[config.mk]
export PLATFORM = sky130hd
export DESIGN_NAME = bf16_mul_seq
export DESIGN_NICKNAME = d
export VERILOG_FILES = /design/src/rtl/bf16_mul_seq.sv
export SDC_FILE = /design/constraint.sdc
export NUM_CORES = 1
export LEC_CHECK = 0
export BUFFER_PORTS_ARGS = -buffer_cell sky130_fd_sc_hd__buf_2
export CORE_MARGIN = 2
export CORE_UTILIZATION = 55
export DETAILED_ROUTE_END_ITERATION = 8
export GPL_ROUTABILITY_DRIVEN = 0
export PLACE_DENSITY_LB_ADDON = 0.3
export REMOVE_ABC_BUFFERS = 1
export SYNTH_ARGS = -nofsm -noshare
export SYNTH_HDL_FRONTEND = slang
export SYNTH_SLANG_ARGS = --single-unit
[constraint.sdc]
create_clock -name clk -period 11.08 [get_ports clk]
set_input_delay 2.216 -clock clk [delete_from_list [all_inputs] [get_ports clk]]
set_output_delay 2.216 -clock clk [all_outputs]
set_load 0.01 [all_outputs]
[src/rtl/bf16_mul_seq.sv]
// bf16_mul_seq: multi-cycle BF16 multiplier feeding a PE result register.
// Iterative radix-2 shift-add mantissa multiply, RNE rounding, flush-to-zero,
// fixed 11-cycle latency from accepted start to the done pulse.
module bf16_mul_seq #(
    parameter logic [15:0] QNAN = 16'h7FC0
) (
    input  logic        clk,
    input  logic        clr_n,
    input  logic        start,
    input  logic [15:0] a_in,
    input  logic [15:0] b_in,
    output logic [15:0] product,
    output logic        done,
    output logic        busy
);

    localparam int unsigned W  = 16;  // BF16 word
    localparam int unsigned EW = 8;   // exponent field
    localparam int unsigned FW = 7;   // fraction field
    localparam int unsigned MW = 8;   // mantissa with hidden bit
    localparam int unsigned PW = 16;  // mantissa product, 2.14
    localparam int unsigned XW = 10;  // signed exponent arithmetic
    localparam int unsigned CW = 3;   // multiply step counter

    typedef enum logic [2:0] {
        S_IDLE,
        S_UNPACK,
        S_MULT,
        S_NORM,
        S_DONE
    } state_t;

    state_t r_state;
    state_t w_state_nxt;

    // captured operands
    logic [W-1:0]  r_a;
    logic [W-1:0]  r_b;

    // unpacked operands and special-case classification
    logic          r_sign;
    logic [EW-1:0] r_ea;
    logic [EW-1:0] r_eb;
    logic [MW-1:0] r_ma;
    logic [MW-1:0] r_mb;
    logic          r_spec;
    logic [W-1:0]  r_spec_val;

    // shift-add multiplier
    logic [PW-1:0] r_acc;
    logic [CW-1:0] r_cnt;

    // result staging and outputs
    logic [W-1:0]  r_res;
    logic [W-1:0]  r_product;
    logic          r_done;
    logic          r_busy;

    // unpack combinational signals
    logic [EW-1:0] w_a_exp;
    logic [EW-1:0] w_b_exp;
    logic [FW-1:0] w_a_frac;
    logic [FW-1:0] w_b_frac;
    logic          w_sign;
    logic          w_a_zero;
    logic          w_b_zero;
    logic          w_a_inf;
    logic          w_b_inf;
    logic          w_a_nan;
    logic          w_b_nan;
    logic          w_spec;
    logic [W-1:0]  w_spec_val;

    // normalise / round combinational signals
    logic signed [XW-1:0] w_e_sum;
    logic signed [XW-1:0] w_e_norm;
    logic signed [XW-1:0] w_e_fin;
    logic [FW-1:0]        w_frac;
    logic                 w_guard;
    logic                 w_sticky;
    logic                 w_round_up;
    logic [MW-1:0]        w_frac_rnd;
    logic [FW-1:0]        w_frac_fin;
    logic [W-1:0]         w_res;

    // multiply step addend
    logic [PW-1:0]        w_addend;

    assign product = r_product;
    assign done    = r_done;
    assign busy    = r_busy;

    // State register
    always_ff @(posedge clk or negedge clr_n) begin
        if (!clr_n) begin
            r_state <= S_IDLE;
        end else begin
            r_state <= w_state_nxt;
        end
    end

    // Next-state logic; start is only honoured in IDLE
    always_comb begin
        w_state_nxt = r_state;
        case (r_state)
            S_IDLE:   if (start) w_state_nxt = S_UNPACK;
            S_UNPACK: w_state_nxt = S_MULT;
            S_MULT:   if (r_cnt == CW'(7)) w_state_nxt = S_NORM;
            S_NORM:   w_state_nxt = S_DONE;
            S_DONE:   w_state_nxt = S_IDLE;
            default:  w_state_nxt = S_IDLE;
        endcase
    end

    // Field split and operand classification; exp=0 counts as zero (denormal flush)
    always_comb begin
        w_a_exp  = r_a[W-2 -: EW];
        w_b_exp  = r_b[W-2 -: EW];
        w_a_frac = r_a[FW-1:0];
        w_b_frac = r_b[FW-1:0];
        w_sign   = r_a[W-1] ^ r_b[W-1];
        w_a_zero = (w_a_exp == '0);
        w_b_zero = (w_b_exp == '0);
        w_a_inf  = (w_a_exp == '1) && (w_a_frac == '0);
        w_b_inf  = (w_b_exp == '1) && (w_b_frac == '0);
        w_a_nan  = (w_a_exp == '1) && (w_a_frac != '0);
        w_b_nan  = (w_b_exp == '1) && (w_b_frac != '0);
    end

    // Special-case result, highest priority first
    always_comb begin
        w_spec     = 1'b0;
        w_spec_val = '0;
        if (w_a_nan || w_b_nan) begin
            w_spec     = 1'b1;
            w_spec_val = QNAN;
        end else if ((w_a_inf && w_b_zero) || (w_b_inf && w_a_zero)) begin
            w_spec     = 1'b1;
            w_spec_val = QNAN;
        end else if (w_a_inf || w_b_inf) begin
            w_spec     = 1'b1;
            w_spec_val = {w_sign, {EW{1'b1}}, {FW{1'b0}}};
        end else if (w_a_zero || w_b_zero) begin
            w_spec     = 1'b1;
            w_spec_val = {w_sign, {(W-1){1'b0}}};
        end
    end

    // Partial product for the current multiplier bit
    always_comb begin
        w_addend = '0;
        if (r_mb[r_cnt]) begin
            w_addend = PW'(r_ma) << r_cnt;
        end
    end

    // Normalise, round to nearest even, range-check the exponent
    always_comb begin
        w_e_sum = XW'({2'b00, r_ea}) + XW'({2'b00, r_eb}) - XW'(127);
        if (r_acc[PW-1]) begin
            w_frac   = r_acc[PW-2 -: FW];
            w_guard  = r_acc[PW-2-FW];
            w_sticky = |r_acc[PW-3-FW:0];
            w_e_norm = w_e_sum + XW'(1);
        end else begin
            w_frac   = r_acc[PW-3 -: FW];
            w_guard  = r_acc[PW-3-FW];
            w_sticky = |r_acc[PW-4-FW:0];
            w_e_norm = w_e_sum;
        end
        w_round_up = w_guard & (w_sticky | w_frac[0]);
        w_frac_rnd = MW'({1'b0, w_frac}) + MW'(w_round_up);
        if (w_frac_rnd[MW-1]) begin
            w_frac_fin = '0;
            w_e_fin    = w_e_norm + XW'(1);
        end else begin
            w_frac_fin = w_frac_rnd[FW-1:0];
            w_e_fin    = w_e_norm;
        end

        if (r_spec) begin
            w_res = r_spec_val;
        end else if (w_e_fin >= 10'sd255) begin
            w_res = {r_sign, {EW{1'b1}}, {FW{1'b0}}};
        end else if (w_e_fin <= 10'sd0) begin
            w_res = {r_sign, {(W-1){1'b0}}};
        end else begin
            w_res = {r_sign, w_e_fin[EW-1:0], w_frac_fin};
        end
    end

    // Datapath: capture, unpack, shift-add steps, result staging
    always_ff @(posedge clk or negedge clr_n) begin
        if (!clr_n) begin
            r_a        <= '0;
            r_b        <= '0;
            r_sign     <= 1'b0;
            r_ea       <= '0;
            r_eb       <= '0;
            r_ma       <= '0;
            r_mb       <= '0;
            r_spec     <= 1'b0;
            r_spec_val <= '0;
            r_acc      <= '0;
            r_cnt      <= '0;
            r_res      <= '0;
        end else begin
            case (r_state)
                S_IDLE: begin
                    if (start) begin
                        r_a <= a_in;
                        r_b <= b_in;
                    end
                end
                S_UNPACK: begin
                    r_sign     <= w_sign;
                    r_ea       <= w_a_exp;
                    r_eb       <= w_b_exp;
                    r_ma       <= w_a_zero ? '0 : {1'b1, w_a_frac};
                    r_mb       <= w_b_zero ? '0 : {1'b1, w_b_frac};
                    r_spec     <= w_spec;
                    r_spec_val <= w_spec_val;
                    r_acc      <= '0;
                    r_cnt      <= '0;
                end
                S_MULT: begin
                    r_acc <= r_acc + w_addend;
                    r_cnt <= CW'(r_cnt + CW'(1));
                end
                S_NORM: begin
                    r_res <= w_res;
                end
                default: begin
                end
            endcase
        end
    end

    // Output registers: product loads only on DONE, done pulses once, busy tracks activity
    always_ff @(posedge clk or negedge clr_n) begin
        if (!clr_n) begin
            r_product <= '0;
            r_done    <= 1'b0;
            r_busy    <= 1'b0;
        end else begin
            if (r_state == S_DONE) begin
                r_product <= r_res;
            end
            r_done <= (r_state == S_DONE);
            r_busy <= (w_state_nxt != S_IDLE);
        end
    end

endmodule

# Yosys cells after proc, flatten, opt, wreduce, memory -nomap -nowiden
# Index checks and enable logic that the tools add are counted.
# Widths: inputs -> output; s select.
dict set report classes {
  n_reduce_logical 22
  magnitude_cmp 3
  addsub 7
  n_shift 1
  eq_ne 7
  n_bitwise 3
  n_mux 27
}
# operator n
set ops {}
lappend ops {{$mux 16} 6}
lappend ops {{$pmux 16 s2} 1}
lappend ops {{$mux 15} 2}
lappend ops {{$add 10x2->10 const B} 2}
lappend ops {{$mux 10} 2}
lappend ops {{$add 16x16->16} 1}
lappend ops {{$eq 8x8->1 const B} 2}
lappend ops {{$logic_not 8->1} 2}
lappend ops {{$mux 8} 2}
lappend ops {{$shl 8x3->16} 1}
lappend ops {{$logic_not 7->1} 2}
lappend ops {{$mux 7} 2}
lappend ops {{$reduce_bool 7->1} 2}
lappend ops {{$pmux 3 s4} 1}
lappend ops {{$ge 10x9->1 const B} 1}
lappend ops {{$le 10x1->1 const B} 1}
lappend ops {{$sub 9x7->10 const B} 1}
lappend ops {{$add 8x8->9} 1}
lappend ops {{$add 7x1->8} 1}
lappend ops {{$mux 1} 7}
lappend ops {{$reduce_or 7->1} 1}
lappend ops {{$eq 3x2->1 const B} 2}
lappend ops {{$eq 3x3->1 const B} 2}
lappend ops {{$logic_and 1x1->1} 6}
lappend ops {{15 further kinds} 19}
dict set report word_totals {
  regBits 138
  inputBits 35
  out_inout_bits 18
}

# Depth between registers and ports, before layout
# Gate-level depths: netlist of run 1.
dict set report logic_depth {
  depth_word 10
  depth_mapped 16
  depth_no_buf 16
}

# Worst setup path after synthesis of run 1
# OpenSTA, ideal clock, no wires.
dict set report synth_timing {
  path_type {input to register}
  startpoint {input start}
  endpoint {register r_a[0]}
  stages 3
  path_slack_ns 7.353
  arrival_time_ns 3.602
  required_time_ns 10.955
  setup_ns 0.125
  cell_sequence {nor4b_1 > clkbuf_1 > mux2_2}
}
dict set report synth_via {
  elab_chain_len 1
}
# element line_no
set synth_rtl {}
lappend synth_rtl {{start: declaration} 9} ;# input logic start,
lappend synth_rtl {{$reduce_and 2->1 (no source line)} --}
lappend synth_rtl {{end signal: assignment} 211} ;# r_a <= a_in;
lappend synth_rtl {{end: declaration} 37} ;# logic [W-1:0] r_a;
# No other way between the ends.
# A chain may end at the register's enable or synchronous reset.

# Final worst setup path of run 1
dict set report layout_timing {
  startpoint {register r_cnt[0]}
  endpoint {register r_acc[14]}
}
dict set report layout_via {
  elab_chain_len 5
}
# element line_no
set layout_rtl {}
lappend layout_rtl {{start: declaration} 51} ;# logic [CW-1:0] r_cnt;
lappend layout_rtl {{start signal: assignment} 228} ;# r_cnt <= CW'(r_cnt + CW'(1));
lappend layout_rtl {{$bmux 1 s3} 152} ;# if (r_mb[r_cnt]) begin
lappend layout_rtl {{$mux 1 (implied by the code)} 152}
lappend layout_rtl {{$mux 16 (*)} 152}
lappend layout_rtl {{$add 16x16->16 (*)} 227} ;# r_acc <= r_acc + w_addend;
lappend layout_rtl {{$pmux 16 s2 (*)} 208} ;# case (r_state)
lappend layout_rtl {{end signal: assignment} 227}
lappend layout_rtl {{end: declaration} 50} ;# logic [PW-1:0] r_acc;
# Mark *: on every way between the ends. The rest lies on a longest branch, timed or not. The select of a mux whose other input is x is not followed.

==> flow_metrics.py, run 1 <==
metrics = {
    "grt": {
        "grt_max_degree": 78,
        "overflow": 0,
        "grt.total_usage_pct": 22.7,
        "antenna_found_initial": 0,
        "grt_pass1_wl_mm": 25.6,
        "grt_pass1_vias": 5334,
    },
    "synth": {
        "synth-seq-cells": 125,
        "ys_async_sr_fraction_pct": 100,
        "syn_area_um2": 7090,
        "netlist_instances": 708,
        "seq_area_frac_synth_pct": 44.1,
        "synth_top_area_share_pct": 44.1,
        "yosysUniqueCellTypes": 61,
        "synth_ff_type": "dfrtp_1",
        "synth_edf_count": 0,
        "yosys-top-cells-area": "dfrtp_1 (44%), mux2_2 (8.7%), ha_1 (6.2%)",
        "ys_warn_count": 0,
        "yosys.area.top_type": "dfrtp_1",
        "syn-mean-instance-area_um2": 10.0,
    },
    "flow_run": {
        "drv_cap": 0,
    },
    "die": {
        "die_h_um": 118,
        "rows": 41,
        "io-pin-count": 53,
        "coreArea_um2": 12600,
        "dieArea_um2": 13800,
        "die_w_um": 118,
        "start_util_pct": 56.2,
    },
    "setup_path": {
        "worst_setup_path_end_kind": "flip-flop",
        "cpMostUsedCell": "nor3_1",
        "cp_cell_sequence": "mux4_2 -> nand2_1 -> nor3_1 -> ha_1 -> fa_1 -> a21o_1 -> a21oi_1 -> o21bai_1 -> a2111oi_0 -> nor3_1 -> a211o_1 -> a31oi_1 -> xnor2_1 -> a22o_1",
        "cp_top_family": "compound AO/OA/AOI/OAI gates",
        "reg2reg_from": "r_cnt[0]$_DFFE_PN0P_",
        "reg2reg_depth": 14,
        "cp.arrival_ns": 4.54,
        "cp-start-kind": "flip-flop",
        "r2r_end": "r_acc[14]$_DFFE_PN0P_",
        "path_buf_inv": 0,
        "crit_type": "reg -> reg",
        "path_max_fanout": 14,
        "slowest_stage": "dfrtp_1",
        "slowest_delay_ns": 0.71,
        "cp.required_ns": 11.38,
        "reg2reg_setup_slack_ns": 6.84,
    },
    "layout": {
        "multi_input_area_um2": 3800,
        "final_cells": 939,
        "n_antenna_cell": 0,
        "nFillCells": 1027,
        "layout.nets": 826,
        "final_core_util_pct": 64.5,
        "area_growth_pct": 14.8,
        "drive_gt1_share_pct": 20.7,
        "regArea_um2": 3130,
    },
    "clocking": {
        "cts_tree": "built",
        "cts_setup_buffers": 0,
        "cts_buffers": 17,
        "clock_path_buffers": 2,
        "ctsResizeCount": 0,
        "cts_root_buf": "clkbuf_16",
        "cts.sinks": 125,
        "clkLatencyLatePin_ns": 0.42,
        "cts_hold_buf": 0,
        "clkTransAtPathRegs_ns": 0.05,
        "h-tree-depth": 4,
    },
    "place": {
        "io_buffers": 52,
        "dp_hpwl_mm": 10.7,
        "place_inst": 907,
        "pre_cts_slack_ns": 6.93,
    },
    "routing": {
        "wirelength_mm": 15.1,
        "route.vias.total": 5419,
        "routedWlPerCell_um": 16.1,
        "first_pass_iters": 4,
        "drc_errors": 0,
        "drt_iter0_drc": 309,
        "viasPerCell": 5.77,
        "ant_nets": 0,
    },
    "sta": {
        "max_slew_margin_pct": 37.1,
        "setup_tns_ns": 0,
        "rsz0062_at_grt": "no",
        "tightest_slew_ns": 0.944,
        "finalCriticalPeriod_ns": 4.24,
        "setup_viol": 0,
        "slew_viol_final": 0,
        "fin_skew_ns": 0.00973,
        "setup_ws_ns": 6.84,
        "fmax_mhz": 236,
        "finalHoldViolations": 0,
        "timing.final.crit_share_pct": 38.3,
    },
    "min_path": {
        "min_path_type": "reg -> reg",
        "worstHoldStart": "r_spec_val[15]$_DFFE_PN0P_",
        "holdPathStages": 2,
        "min_to": "r_spec_val[15]$_DFFE_PN0P_",
    },
    "pwr": {
        "power_density_nw_per_um2": 323,
        "power.leakage_nw": 3.77,
        "peakVddDrop_mv": 0.215,
        "p_total_mw": 2.63,
    },
    "run_status": {
        "status": "completed",
    },
}
## synthesized netlist by cell type, drive strengths merged (6+ instances only)
cell type	instances
xnor2	26
nand3	12
o21ai	41
nor4	6
mux2	55
or4	7
dfrtp	125
mux2i	16
nand4	7
a211oi	9
clkbuf	23
xor2	12
nor3	11
inv	15
ha	35
o211ai	8
nand2	112
a21o	6
buf	8
nor2	54
a22o	18
a21oi	26
## worst max path at each step
stage	from	end	slack [ns]	depth (start not counted)
4_1_cts	r_cnt[0]$_DFFE_PN0P_	r_acc[14]$_DFFE_PN0P_	6.88	14
3_5_place_dp	r_cnt[0]$_DFFE_PN0P_	r_acc[14]$_DFFE_PN0P_	6.93	14
3_3_place_gp	r_cnt[0]$_DFFE_PN0P_	r_acc[14]$_DFFE_PN0P_	7.09	14
2_1_floorplan	start	r_a[0]$_DFFE_PN0P_	4.86	2
5_1_grt	r_ea[1]$_DFFE_PN0P_	r_res[8]$_DFFE_PN0N_	6.46	12
6_report	r_cnt[0]$_DFFE_PN0P_	r_acc[14]$_DFFE_PN0P_	6.84	14
## flip-flops by register name, indices dropped and copies added (netlist names)
name,count
r_a,16
r_sign,1
r_acc,16
r_b,16
r_ma,8
r_cnt,3
done,1
r_spec_val,3
r_spec,1
r_state,3
r_mb,8
r_eb,8
r_res,16
busy,1
r_ea,8
product,16
## power by group
group	total (mW)	switching (mW)	internal [mW]	leakage (nW)
logic	1.23	0.689	0.541	1.88
registers	0.820	0.176	0.644	1.59
clock network	0.584	0.200	0.384	0.299
total	2.63	1.06	1.57	3.77
## layout make-up
cell class	count	area share (%)
Clock buffer	24	6.16
Clock inverter	8	1.60
Tap cell	172	2.64
Timing Repair Buffer	58	3.78
Inverter	15	0.691
Sequential cell	125	38.4
Multi-Input combinational cell	537	46.7
## logic make-up (layout without fill, tap and decap cells)
group                    after synthesis  after routing  synth area share (%)
adder cells (fa/ha/maj)               37             37                  6.74
XOR/XNOR                              38             38                  4.69
buffers and inverters                 46            105                  2.56
multiplexers                          73             73                  11.6
AND/OR/NAND/NOR                      248            248                  16.6
flip-flops                           125            125                  44.1
AO/OA/AOI/OAI                        141            141                  13.7
## cell usage in the layout, fill, tap and decap left out, types with 5 or more instances in the layout
| master | Yosys | routed |
|---|---|---|
| buf_2 | 4 | 51 |
| buf_4 | 1 | 7 |
| nor4_1 | 5 | 5 |
| xnor2_1 | 26 | 26 |
| clkbuf_16 | 0 | 17 |
| nor2b_1 | 5 | 5 |
| a22o_1 | 18 | 18 |
| xor2_1 | 12 | 12 |
| o21ai_0 | 40 | 40 |
| nor2_1 | 54 | 54 |
| and3_1 | 5 | 5 |
| a211oi_1 | 9 | 9 |
| nor3_1 | 11 | 11 |
| dfrtp_1 | 125 | 125 |
| a21oi_1 | 26 | 26 |
| nand4_1 | 7 | 7 |
| mux2_2 | 55 | 55 |
| mux2i_1 | 16 | 16 |
| o211ai_1 | 8 | 8 |
| inv_1 | 15 | 15 |
| clkbuf_8 | 0 | 5 |
| ha_1 | 35 | 35 |
| nand2_1 | 112 | 112 |
| or4_1 | 7 | 7 |
| nand2b_1 | 5 | 5 |
| nand3_1 | 12 | 12 |
| a21o_1 | 6 | 6 |
## through the flow
stage	area [um^2]	hold slack, ns
4_1_cts	8140	0.482
3_5_place_dp	7510	0.470
6_report	8140	0.481
2_1_floorplan	6970	0.442
5_1_grt	8140	0.511
3_3_place_gp	7510	0.455
## worst register-to-register path: cells and delay by family, from the launching register on
| family | cells | cell delay, ns |
|---|---|---|
| adder cells (fa/ha/maj) | 2 | 0.65 |
| AND/OR/NAND/NOR | 3 | 0.42 |
| multiplexers | 1 | 0.59 |
| flip-flops | 1 | 0.71 |
| XOR/XNOR | 1 | 0.09 |
| AO/OA/AOI/OAI | 7 | 1.67 |
## metal layers
layer	part of all wire (%)	track usage, %	wire length (um)	vias to the layer above
met5	0	0	0	-
met1	47	30.0	7040	2594
met2	47	37.2	7140	148
met4	1.6	8.73	246	0
met3	4.5	4.60	673	23
li1	-	-	-	2654
(Power assumes the default switching activity.)
==> run 2: changes to the inputs <==
==> constraint.sdc (replaced) <==
create_clock -name clk -period 4.3 [get_ports clk]
set_input_delay 0.86 -clock clk [delete_from_list [all_inputs] [get_ports clk]]
set_output_delay 0.86 -clock clk [all_outputs]
set_load 0.01 [all_outputs]
==> flow_metrics.py, run 2 (synthesis results as in run 1) <==
metrics = {
    "run_status": {
        "status": "completed",
    },
    "layout": {
        "layout_common_cells": "dfrtp_1 (125), nand2_1 (112), mux2_2 (55), nor2_1 (54), buf_2 (51)",
        "n_antenna_cell": 0,
        "final_cells": 940,
        "area_growth_pct": 15.5,
        "layout_commonest_cell": "dfrtp_1",
        "drive_gt1_share_pct": 21.2,
        "layout.nets": 829,
        "stdcell_area_um2": 8200,
    },
    "setup_path": {
        "cp.arrival_ns": 4.34,
        "crit_type": "reg -> reg",
        "path_max_fanout": 5,
        "cp.required_ns": 4.59,
        "worst_setup_path_end_kind": "flip-flop",
        "cp-start-kind": "flip-flop",
    },
    "clocking": {
        "clkTransAtPathRegs_ns": 0.05,
        "cts_root_buf": "clkbuf_16",
        "clkLatencyLatePin_ns": 0.41,
        "clock_path_buffers": 2,
        "cts_buffers": 17,
        "cts.sinks": 125,
        "cts_tree": "built",
        "h-tree-depth": 4,
        "cts_setup_buffers": 0,
    },
    "place": {
        "dp_hpwl_mm": 10.5,
        "io_buffers": 52,
        "place_inst": 910,
        "post_dp_cell_area_um2": 7530,
    },
    "sta": {
        "tightest_slew_ns": 1.30,
        "max_slew_margin_pct": 13.2,
        "finalCriticalPeriod_ns": 4.05,
        "fmax_mhz": 247,
        "rsz0062_at_grt": "no",
        "fin_skew_ns": 0.00583,
        "timing.final.crit_share_pct": 94.2,
        "slew_viol_final": 0,
        "finalHoldViolations": 0,
        "setup_viol": 0,
    },
    "die": {
        "die_h_um": 118,
        "coreArea_um2": 12600,
        "dieArea_um2": 13800,
        "start_util_pct": 56.2,
        "rows": 41,
        "die_w_um": 118,
        "io-pin-count": 53,
    },
    "pwr": {
        "p_total_mw": 6.85,
        "power_density_nw_per_um2": 836,
        "peakVddDrop_mv": 0.405,
        "power.leakage_nw": 3.80,
    },
    "routing": {
        "wirelength_mm": 14.7,
        "ant_nets": 0,
        "first_pass_iters": 4,
        "routedWlPerCell_um": 15.7,
        "route.vias.total": 5402,
        "drc_errors": 0,
        "drt_iter0_drc": 308,
        "viasPerCell": 5.75,
    },
    "grt": {
        "grt.total_usage_pct": 22.8,
        "antenna_found_initial": 0,
        "grt_max_degree": 58,
        "grt_pass1_vias": 5381,
        "overflow": 0,
        "grt_pass1_wl_mm": 25.7,
    },
    "min_path": {
        "min_path_type": "reg -> reg",
    },
    "flow_run": {
        "drv_cap": 0,
    },
}
==> run 2: changes by cell type in the layout (fill, tap and decap cells not counted), moves of 2 or more <==
cell and change:
buf_4 +3, clkinvlp_4 -3, bufinv_16 +2, clkbuf_8 -2, clkinv_2 +2, clkinv_4 -2
==> run 2: layout make-up <==
class,instances,area [um^2]
Fill cell,1010,4420
Tap cell,172,215
Clock buffer,23,478
Sequential cell,125,3130
Multi-Input combinational cell,537,3830
Timing Repair Buffer,61,330
Inverter,15,56.3
Clock inverter,7,160
==> run 2: worst max-delay path, stage by stage (launching register included) <==
cell and delay, ns:
dfrtp_1 0.38, ha_1 0.30, ha_1 0.34, ha_1 0.32, mux2_2 0.30, ha_1 0.22, xnor2_1 0.19, nor3_1 0.08
a211oi_1 0.25, a31oi_1 0.13, or4_1 0.51, o21ai_1 0.28, and4bb_4 0.31, a221o_1 0.34
==> run 2: final timing paths <==
check	start	end	slack [ns]	cells after the start
max	r_ea[1]$_DFFE_PN0P_	r_res[6]$_DFFE_PN0N_	0.25	13
min	r_spec_val[14]$_DFFE_PN0P_	r_spec_val[14]$_DFFE_PN0P_	0.48	2
max reg2reg	r_ea[1]$_DFFE_PN0P_	r_res[6]$_DFFE_PN0N_	0.25	13
min reg2reg	r_spec_val[14]$_DFFE_PN0P_	r_spec_val[14]$_DFFE_PN0P_	0.48	2
max in group asynchronous	clr_n	r_a[6]$_DFFE_PN0P_	2.86	2
min in group asynchronous	clr_n	product[11]$_DFFE_PN0P_	0.49	1
==> run 2: metrics by stage <==
step                      setup TNS, ns  hold slack (ns)  setup slack [ns]  util, %
after floorplan                  -17.99            0.442            -0.559        -
after global placement                0            0.455             0.424     59.7
after detailed placement              0            0.465             0.249     59.7
after CTS                             0            0.477             0.241     64.8
after global routing                  0            0.503            0.0198     64.9
final                                 0            0.483             0.247     64.9
==> run 2: report_power, final <==
part	internal, mW	leakage (nW)	switching, mW	total, mW
logic	1.41	1.90	1.82	3.23
clock network	1.07	0.313	0.485	1.55
registers	1.66	1.59	0.408	2.07
==> run 2: per-layer routing <==
metal | routed length [um] | global-route usage, % | part of all wire [%]
met3 | 735 | 5.28 | 5.0
met2 | 6900 | 36.9 | 47
met5 | 0 | 0 | 0
met4 | 366 | 9.56 | 2.5
met1 | 6740 | 29.7 | 46
==> run 2: timing repair <==
item	in CTS	in global routing
gates resized for setup	0	4
endpoints found under the setup margin	0	8
hold buffers	0	0
